<file path="src/rtl/pipeline_hazard_ctrl_pkg.sv">
// Shared definitions for the pipeline hazard controller.
// State encodings, the ebreak opcode and the default counter width.
// Imported by the controller top.
package pipeline_hazard_ctrl_pkg;

  typedef enum logic [1:0] {
    ST_RUN      = 2'd0,
    ST_MDU_WAIT = 2'd1,
    ST_HALT     = 2'd2
  } state_e;

  // Encoding of the ebreak instruction that raises i_wb_ebreak upstream.
  localparam logic [31:0] EBREAK_INST = 32'h0010_0073;

  localparam int CNT_W_DEF = 32;

endpackage

</file>
<file path="src/rtl/pipeline_hazard_ctrl_perf_sat_counter.sv">
// Saturating event counter with enable.
// Latency: count visible one cycle after the enabled cycle.
// Backpressure: none; holds at all-ones instead of wrapping.
module perf_sat_counter #(
  parameter int W = 32
) (
  input  logic         i_clk,
  input  logic         i_rst,
  input  logic         i_en,
  output logic [W-1:0] o_cnt
);

  logic [W-1:0] r_cnt;
  logic         w_sat;

  assign w_sat = (r_cnt == {W{1'b1}});

  // Count enabled cycles, stick at the maximum value.
  always_ff @(posedge i_clk or posedge i_rst) begin
    if (i_rst) begin
      r_cnt <= '0;
    end else if (i_en && !w_sat) begin
      r_cnt <= r_cnt + W'(1);
    end
  end

  assign o_cnt = r_cnt;

endmodule

</file>
<file path="src/rtl/pipeline_hazard_ctrl.sv">
// Central stall/flush sequencer for the five-stage pipeline.
// Latency: stage controls are combinational from state and inputs; halt/error registered.
// Backpressure: MDU ops stall the front end until done or timeout; HALT freezes everything.
module pipeline_hazard_ctrl
  import pipeline_hazard_ctrl_pkg::*;
#(
  parameter int MDU_TIMEOUT = 64,
  parameter int CNT_W       = CNT_W_DEF
) (
  input  logic             i_clk,
  input  logic             i_rst,
  input  logic             i_load_use_flag,
  input  logic             i_ex_redirect,
  input  logic             i_ex_mdu_start,
  input  logic             i_mdu_done,
  input  logic             i_wb_ebreak,
  output logic             o_pc_stall,
  output logic             o_if_id_stall,
  output logic             o_if_id_flush,
  output logic             o_id_ex_stall,
  output logic             o_id_ex_flush,
  output logic             o_ex_mem_bubble,
  output logic             o_mem_wb_bubble,
  output logic             o_halt,
  output logic             o_err_timeout,
  output logic [1:0]       o_state,
  output logic [CNT_W-1:0] o_stall_cycles,
  output logic [CNT_W-1:0] o_flush_events
);

  // Width big enough to hold MDU_TIMEOUT-2, the last count before timing out.
  localparam int TO_W = (MDU_TIMEOUT > 2) ? $clog2(MDU_TIMEOUT) : 1;
  localparam logic [TO_W-1:0] TO_LAST = TO_W'(MDU_TIMEOUT - 2);

  state_e          r_state;
  state_e          w_next;
  logic            r_halt;
  logic            r_err;
  logic [TO_W-1:0] r_to_cnt;

  logic w_pc_stall;
  logic w_if_id_stall;
  logic w_if_id_flush;
  logic w_id_ex_stall;
  logic w_id_ex_flush;
  logic w_ex_mem_bubble;
  logic w_mem_wb_bubble;
  logic w_to_clr;
  logic w_to_inc;
  logic w_to_fire;
  logic w_flush_evt;
  logic w_stall_evt;

  // State register: async reset always lands in RUN, dropping any pending MDU wait.
  always_ff @(posedge i_clk or posedge i_rst) begin
    if (i_rst) begin
      r_state <= ST_RUN;
    end else begin
      r_state <= w_next;
    end
  end

  // Next-state and per-stage control decode; RUN rows are strictly prioritised.
  always_comb begin
    w_next          = r_state;
    w_pc_stall      = 1'b0;
    w_if_id_stall   = 1'b0;
    w_if_id_flush   = 1'b0;
    w_id_ex_stall   = 1'b0;
    w_id_ex_flush   = 1'b0;
    w_ex_mem_bubble = 1'b0;
    w_mem_wb_bubble = 1'b0;
    w_to_clr        = 1'b0;
    w_to_inc        = 1'b0;
    w_to_fire       = 1'b0;
    w_flush_evt     = 1'b0;
    case (r_state)
      ST_RUN: begin
        if (i_wb_ebreak) begin
          // The ebreak itself retires; the freeze starts next cycle.
          w_next = ST_HALT;
        end else if (i_ex_redirect) begin
          // PC loads the target; wrong-path instructions in IF/ID and ID are killed.
          // Flushing ID/EX also covers any concurrent load-use bubble.
          w_if_id_flush = 1'b1;
          w_id_ex_flush = 1'b1;
          w_flush_evt   = 1'b1;
        end else if (i_ex_mdu_start && !i_mdu_done) begin
          w_pc_stall      = 1'b1;
          w_if_id_stall   = 1'b1;
          w_id_ex_stall   = 1'b1;
          w_ex_mem_bubble = 1'b1;
          w_to_clr        = 1'b1;
          w_next          = ST_MDU_WAIT;
        end else if (i_ex_mdu_start && i_mdu_done) begin
          // Single-cycle completion: the op moves on like any ALU op.
          w_next = ST_RUN;
        end else if (i_load_use_flag) begin
          w_pc_stall    = 1'b1;
          w_if_id_stall = 1'b1;
          w_id_ex_flush = 1'b1;
        end
      end
      ST_MDU_WAIT: begin
        // Redirect, load-use and ebreak cannot legally arrive while EX is occupied.
        if (i_mdu_done) begin
          w_next = ST_RUN;
        end else begin
          w_pc_stall      = 1'b1;
          w_if_id_stall   = 1'b1;
          w_id_ex_stall   = 1'b1;
          w_ex_mem_bubble = 1'b1;
          w_to_inc        = 1'b1;
          if (r_to_cnt == TO_LAST) begin
            w_to_fire = 1'b1;
            w_next    = ST_HALT;
          end
        end
      end
      ST_HALT: begin
        w_pc_stall      = 1'b1;
        w_if_id_stall   = 1'b1;
        w_id_ex_stall   = 1'b1;
        w_ex_mem_bubble = 1'b1;
        w_mem_wb_bubble = 1'b1;
      end
      default: begin
        w_next = ST_RUN;
      end
    endcase
  end

  // MDU wait timer: cleared on entry, advanced on every cycle still waiting.
  always_ff @(posedge i_clk or posedge i_rst) begin
    if (i_rst) begin
      r_to_cnt <= '0;
    end else if (w_to_clr) begin
      r_to_cnt <= '0;
    end else if (w_to_inc && (r_to_cnt != TO_LAST)) begin
      r_to_cnt <= r_to_cnt + TO_W'(1);
    end
  end

  // Halt tracks entry into HALT so it is high from the first HALT cycle; timeout is sticky.
  always_ff @(posedge i_clk or posedge i_rst) begin
    if (i_rst) begin
      r_halt <= 1'b0;
      r_err  <= 1'b0;
    end else begin
      r_halt <= (w_next == ST_HALT);
      r_err  <= r_err | w_to_fire;
    end
  end

  // Only stalls caused by live hazards are counted, not the HALT freeze.
  assign w_stall_evt = w_pc_stall && ((r_state == ST_RUN) || (r_state == ST_MDU_WAIT));

  perf_sat_counter #(.W(CNT_W)) u_stall_cnt (
    .i_clk (i_clk),
    .i_rst (i_rst),
    .i_en  (w_stall_evt),
    .o_cnt (o_stall_cycles)
  );

  perf_sat_counter #(.W(CNT_W)) u_flush_cnt (
    .i_clk (i_clk),
    .i_rst (i_rst),
    .i_en  (w_flush_evt),
    .o_cnt (o_flush_events)
  );

  assign o_pc_stall      = w_pc_stall;
  assign o_if_id_stall   = w_if_id_stall;
  assign o_if_id_flush   = w_if_id_flush;
  assign o_id_ex_stall   = w_id_ex_stall;
  assign o_id_ex_flush   = w_id_ex_flush;
  assign o_ex_mem_bubble = w_ex_mem_bubble;
  assign o_mem_wb_bubble = w_mem_wb_bubble;
  assign o_halt          = r_halt;
  assign o_err_timeout   = r_err;
  assign o_state         = r_state;

endmodule

</file>
<file path="config.mk">
export PLATFORM = sky130hd
export DESIGN_NAME = pipeline_hazard_ctrl
export DESIGN_NICKNAME = d
export VERILOG_FILES = /design/src/rtl/pipeline_hazard_ctrl_pkg.sv /design/src/rtl/pipeline_hazard_ctrl_perf_sat_counter.sv /design/src/rtl/pipeline_hazard_ctrl.sv
export SDC_FILE = /design/constraint.sdc
export NUM_CORES = 1
export LEC_CHECK = 0
export CORE_MARGIN = 2
export CORE_UTILIZATION = 45
export DETAILED_ROUTE_END_ITERATION = 6
export PLACE_DENSITY = 0.7
export SLEW_MARGIN = 10
export SYNTH_ARGS = -nofsm -noshare
export SYNTH_HDL_FRONTEND = slang
export SYNTH_HIERARCHICAL = 1
export SYNTH_SLANG_ARGS = --single-unit
</file>
<file path="constraint.sdc">
create_clock -name i_clk -period 7.5 [get_ports i_clk]
set_input_delay 2.25 -clock i_clk [delete_from_list [all_inputs] [get_ports i_clk]]
set_output_delay 2.25 -clock i_clk [all_outputs]
set_load 0.01 [all_outputs]
</file>
==> run summary, run 1 <==
outcome - finished clean
site row count - 34
number of iterations in the first detailed-routing pass - 4
die area - 9530 um2
GR met3 Demand/Resource - 4.68%
unrepaired setup endpoints after global routing - false
total gr overflow - 0
internal power - 0.000550 W
vias in the first global route - 3173
crit path launch type - input pin
Setup violations, final - 0
total core area - 8590 um2
Post-DRT Antenna Nets - 0
Max IR drop VDD - 74.2 uV
1st-iter DRT viols - 82
Die Wd - 97.6 um
GPL Wtd Cong - 0.804
critical path type - in -> out
Critical path origin - i_wb_ebreak
Total Routed Length - 8540 um
Via Count - 3150
hpwl dp - 6220 um
static leakage - 2.17 nW
adder-cell share of the synthesized area - 1.27%
largest family of logic cells by synthesized area - simple AND/OR/NAND/NOR gates
relative slew slack - 56.3%
Clk pwr share - 38.3%
hold wc startpoint - o_err_timeout
M1 GR Usage - 23.4%
fraction of layout instances using a drive strength above 1 - 10.2%
Max clock buf depth - 2
P&R area growth vs syn - 26.6%
sequential area share after synthesis - 46.9%
first-pass GRT wire length - 14800 um
dpl ws - 992 ps
count of input and output buffers - 81
Worst EP arrival - 4270 ps
CTS tree - built
#FFs+latches synth - 74
Layout Utilization - 58.1%
Net Sw Frac - 23.9%
Psw - 0.000173 W
Synth Area in Compound Gates - 6.34%
Post-synth EDFFs - 0
XOR/XNOR share of the synthesized area - 13.8%
Synth cell types - 43
setup bufs post-CTS - 0
Cell Area, Synth - 3950 um2
Worst Path Max Fanout - 9
post-DR wirelength/cell - 15.0 um
root buffer cell - clkbuf_8
Reg power frac - 57.0%
Resize count post-CTS - 0
worst setup margin - 982 ps
Max Fclk - 0.153 GHz
Post-Synth Simple-Gate Area - 26.9%
Tot GR Track Use - 18.8%
num ports - 82
fin crit share - 86.9%
clk_lat worst skew - 350 ps
FF-to-FF Start - o_state[1]
Final min period - 6520 ps
antenna violations before repair - 0
htree depth - 3
# hold bufs at CTS - 0
Top Usage Layer GRT - met2
Main synth FF type - dfrtp_1
Pins Over Slew Limit - 0
Critical Path RT - 5250 ps
met2 usage - 32.0%
Slew @ Worst Pin - 655 ps
Residual DRC - 0
largest net degree at the start of global routing - 33
fraction of synthesized area in multiplexers - 1.27%
Yosys Warn Count - 6
Mapped Nets - 385
Diodes inserted - 0
clock tree sinks - 74
clk_skew - 10.2 ps
Max-Cap Viols - 0
PwrDens - 145 nW/um2
Logic pwr share - 4.7%
final hold vios - 0
die height - 97.6 um
clock slew at reported path FFs - 70 ps
Via density - 5.53
Hold Crit Class - reg -> reg
Avg Cell Area, Syn - 10.5 um2
critical path endpoint category - output pin
Syn Inst Count - 374
setup TNS - 0 ps
nets - 468
CTS Buf Count - 9
Async SR Flop Fraction - 100%
initial core utilization - 45.9%
[metrics by stage]
step,hold WS (ps),power [W],cell area (um2),instances
final,491,0.000723,4990,570
after global routing,507,0.000756,4990,570
after CTS,492,0.000732,4990,570
after detailed placement,470,0.000454,4820,554
after global placement,458,0.000454,4820,554
after floorplan,454,0.000434,3950,374
[final timing paths]
kind                                          to  depth (start not counted)  slack (ps)
hold / removal                     o_err_timeout                          1         490
setup reg to reg           u_stall_cnt/o_cnt[23]                          8        4390
hold reg to reg                    o_err_timeout                          1         490
setup / recovery                      o_pc_stall                          5         980
max in group asynchronous  u_flush_cnt/o_cnt[17]                          3        4850
min in group asynchronous            r_to_cnt[2]                          2        2240
[power by group through the flow]
stage	Sequential, W	Combinational (W)	Clock [W]
2_1_floorplan	0.000420	0.0000141	0
3_3_place_gp	0.000420	0.0000338	0
3_5_place_dp	0.000420	0.0000344	0
4_1_cts	0.000412	0.0000347	0.000285
5_1_grt	0.000413	0.0000396	0.000303
6_report	0.000412	0.0000338	0.000277
[cells in the final DEF, fill, tap and decap left out, drive strengths merged]
master / count
nor2b: 3
a41oi: 1
xor2: 32
nor4: 6
a41o: 3
nand4: 25
nand3: 27
nand2: 38
or4: 2
nor2: 14
inv: 13
xnor2: 30
and2: 2
and3: 11
o2bb2ai: 2
ha: 4
buf: 3
o31a: 2
or3: 4
a21o: 1
mux2i: 5
clkbuf: 12
nor3: 32
and4: 8
a21oi: 3
clkdlybuf4s50: 81
dfrtp: 74
o21ai: 6
o211ai: 4
clkinv: 4
o31ai: 3
o311ai: 2
nand2b: 1
or3b: 1
a311oi: 1
nor3b: 2
[cells by family after synthesis]
group | count (synthesis)
AO/OA/AOI/OAI | 28
XOR/XNOR | 62
adder cells (fa/ha/maj) | 4
buffers and inverters | 25
flip-flops | 74
multiplexers | 5
AND/OR/NAND/NOR | 176
[cells in the mapped netlist, types with 2 or more instances]
| library cell | number | area share [%] |
|---|---|---|
| dfrtp_1 | 74 | 47 |
| and3_1 | 11 | 1.7 |
| inv_1 | 13 | 1.2 |
| nand3_2 | 2 | 0.51 |
| buf_6 | 5 | 1.4 |
| a21oi_1 | 3 | 0.38 |
| nor4_1 | 6 | 0.95 |
| clkbuf_1 | 2 | 0.19 |
| or3_1 | 4 | 0.63 |
| o311ai_0 | 2 | 0.44 |
| a41o_1 | 3 | 0.76 |
| o2bb2ai_1 | 2 | 0.44 |
| nor2b_1 | 3 | 0.48 |
| nand3_1 | 25 | 3.2 |
| and4_1 | 8 | 1.8 |
| nand2_1 | 38 | 3.6 |
| and2_1 | 2 | 0.32 |
| nor3_4 | 2 | 0.82 |
| nor3_2 | 18 | 4.6 |
| nor3_1 | 12 | 1.5 |
| ha_1 | 4 | 1.3 |
| xor2_1 | 32 | 7.1 |
| o31a_4 | 2 | 0.89 |
| nand4_1 | 25 | 4.0 |
| nor2_1 | 14 | 1.3 |
| xnor2_1 | 30 | 6.7 |
| o211ai_1 | 4 | 0.76 |
| buf_1 | 2 | 0.19 |
| or4_4 | 2 | 0.57 |
| o21ai_0 | 5 | 0.63 |
| o31ai_4 | 2 | 1.1 |
| buf_4 | 2 | 0.38 |
| mux2i_1 | 5 | 1.3 |
[worst max-delay path: stages]
cell and delay, ps:
clkdlybuf4s50_1 450, or3_1 500, or3_1 410, nand2_1 110, clkdlybuf4s50_1 550
[routing by layer]
layer	share of wire, %	up-vias	routed length [um]
li1	-	1512	-
met1	45	1552	3820
met2	50	75	4260
met3	4.2	11	358
met4	1.2	0	105
met5	0	-	0
[sequential cells by signal, summed over array words and instances, names as in the netlist]
| name | cells |
|---|---|
| o_err_timeout | 1 |
| o_halt | 1 |
| o_state | 2 |
| r_to_cnt | 6 |
| u_flush_cnt/o_cnt | 32 |
| u_stall_cnt/o_cnt | 32 |
[layout make-up]
cell class / count / area (um2)
clock buffers: 12 / 145
flip-flops and latches: 74 / 1850
inverters: 13 / 48.8
fillers: 731 / 3600
multi-input cells: 275 / 1950
well taps: 108 / 135
clock inverters: 4 / 27.5
repair buffers: 84 / 833
No activity file was read; power rests on OpenSTA's default activity.
==> inputs of run 2 (changes only) <==
Settings changed: SLEW_MARGIN 10 to unset.
==> results of run 2 <==
The final DEF is identical to that of run 1; final timing and power are the same.
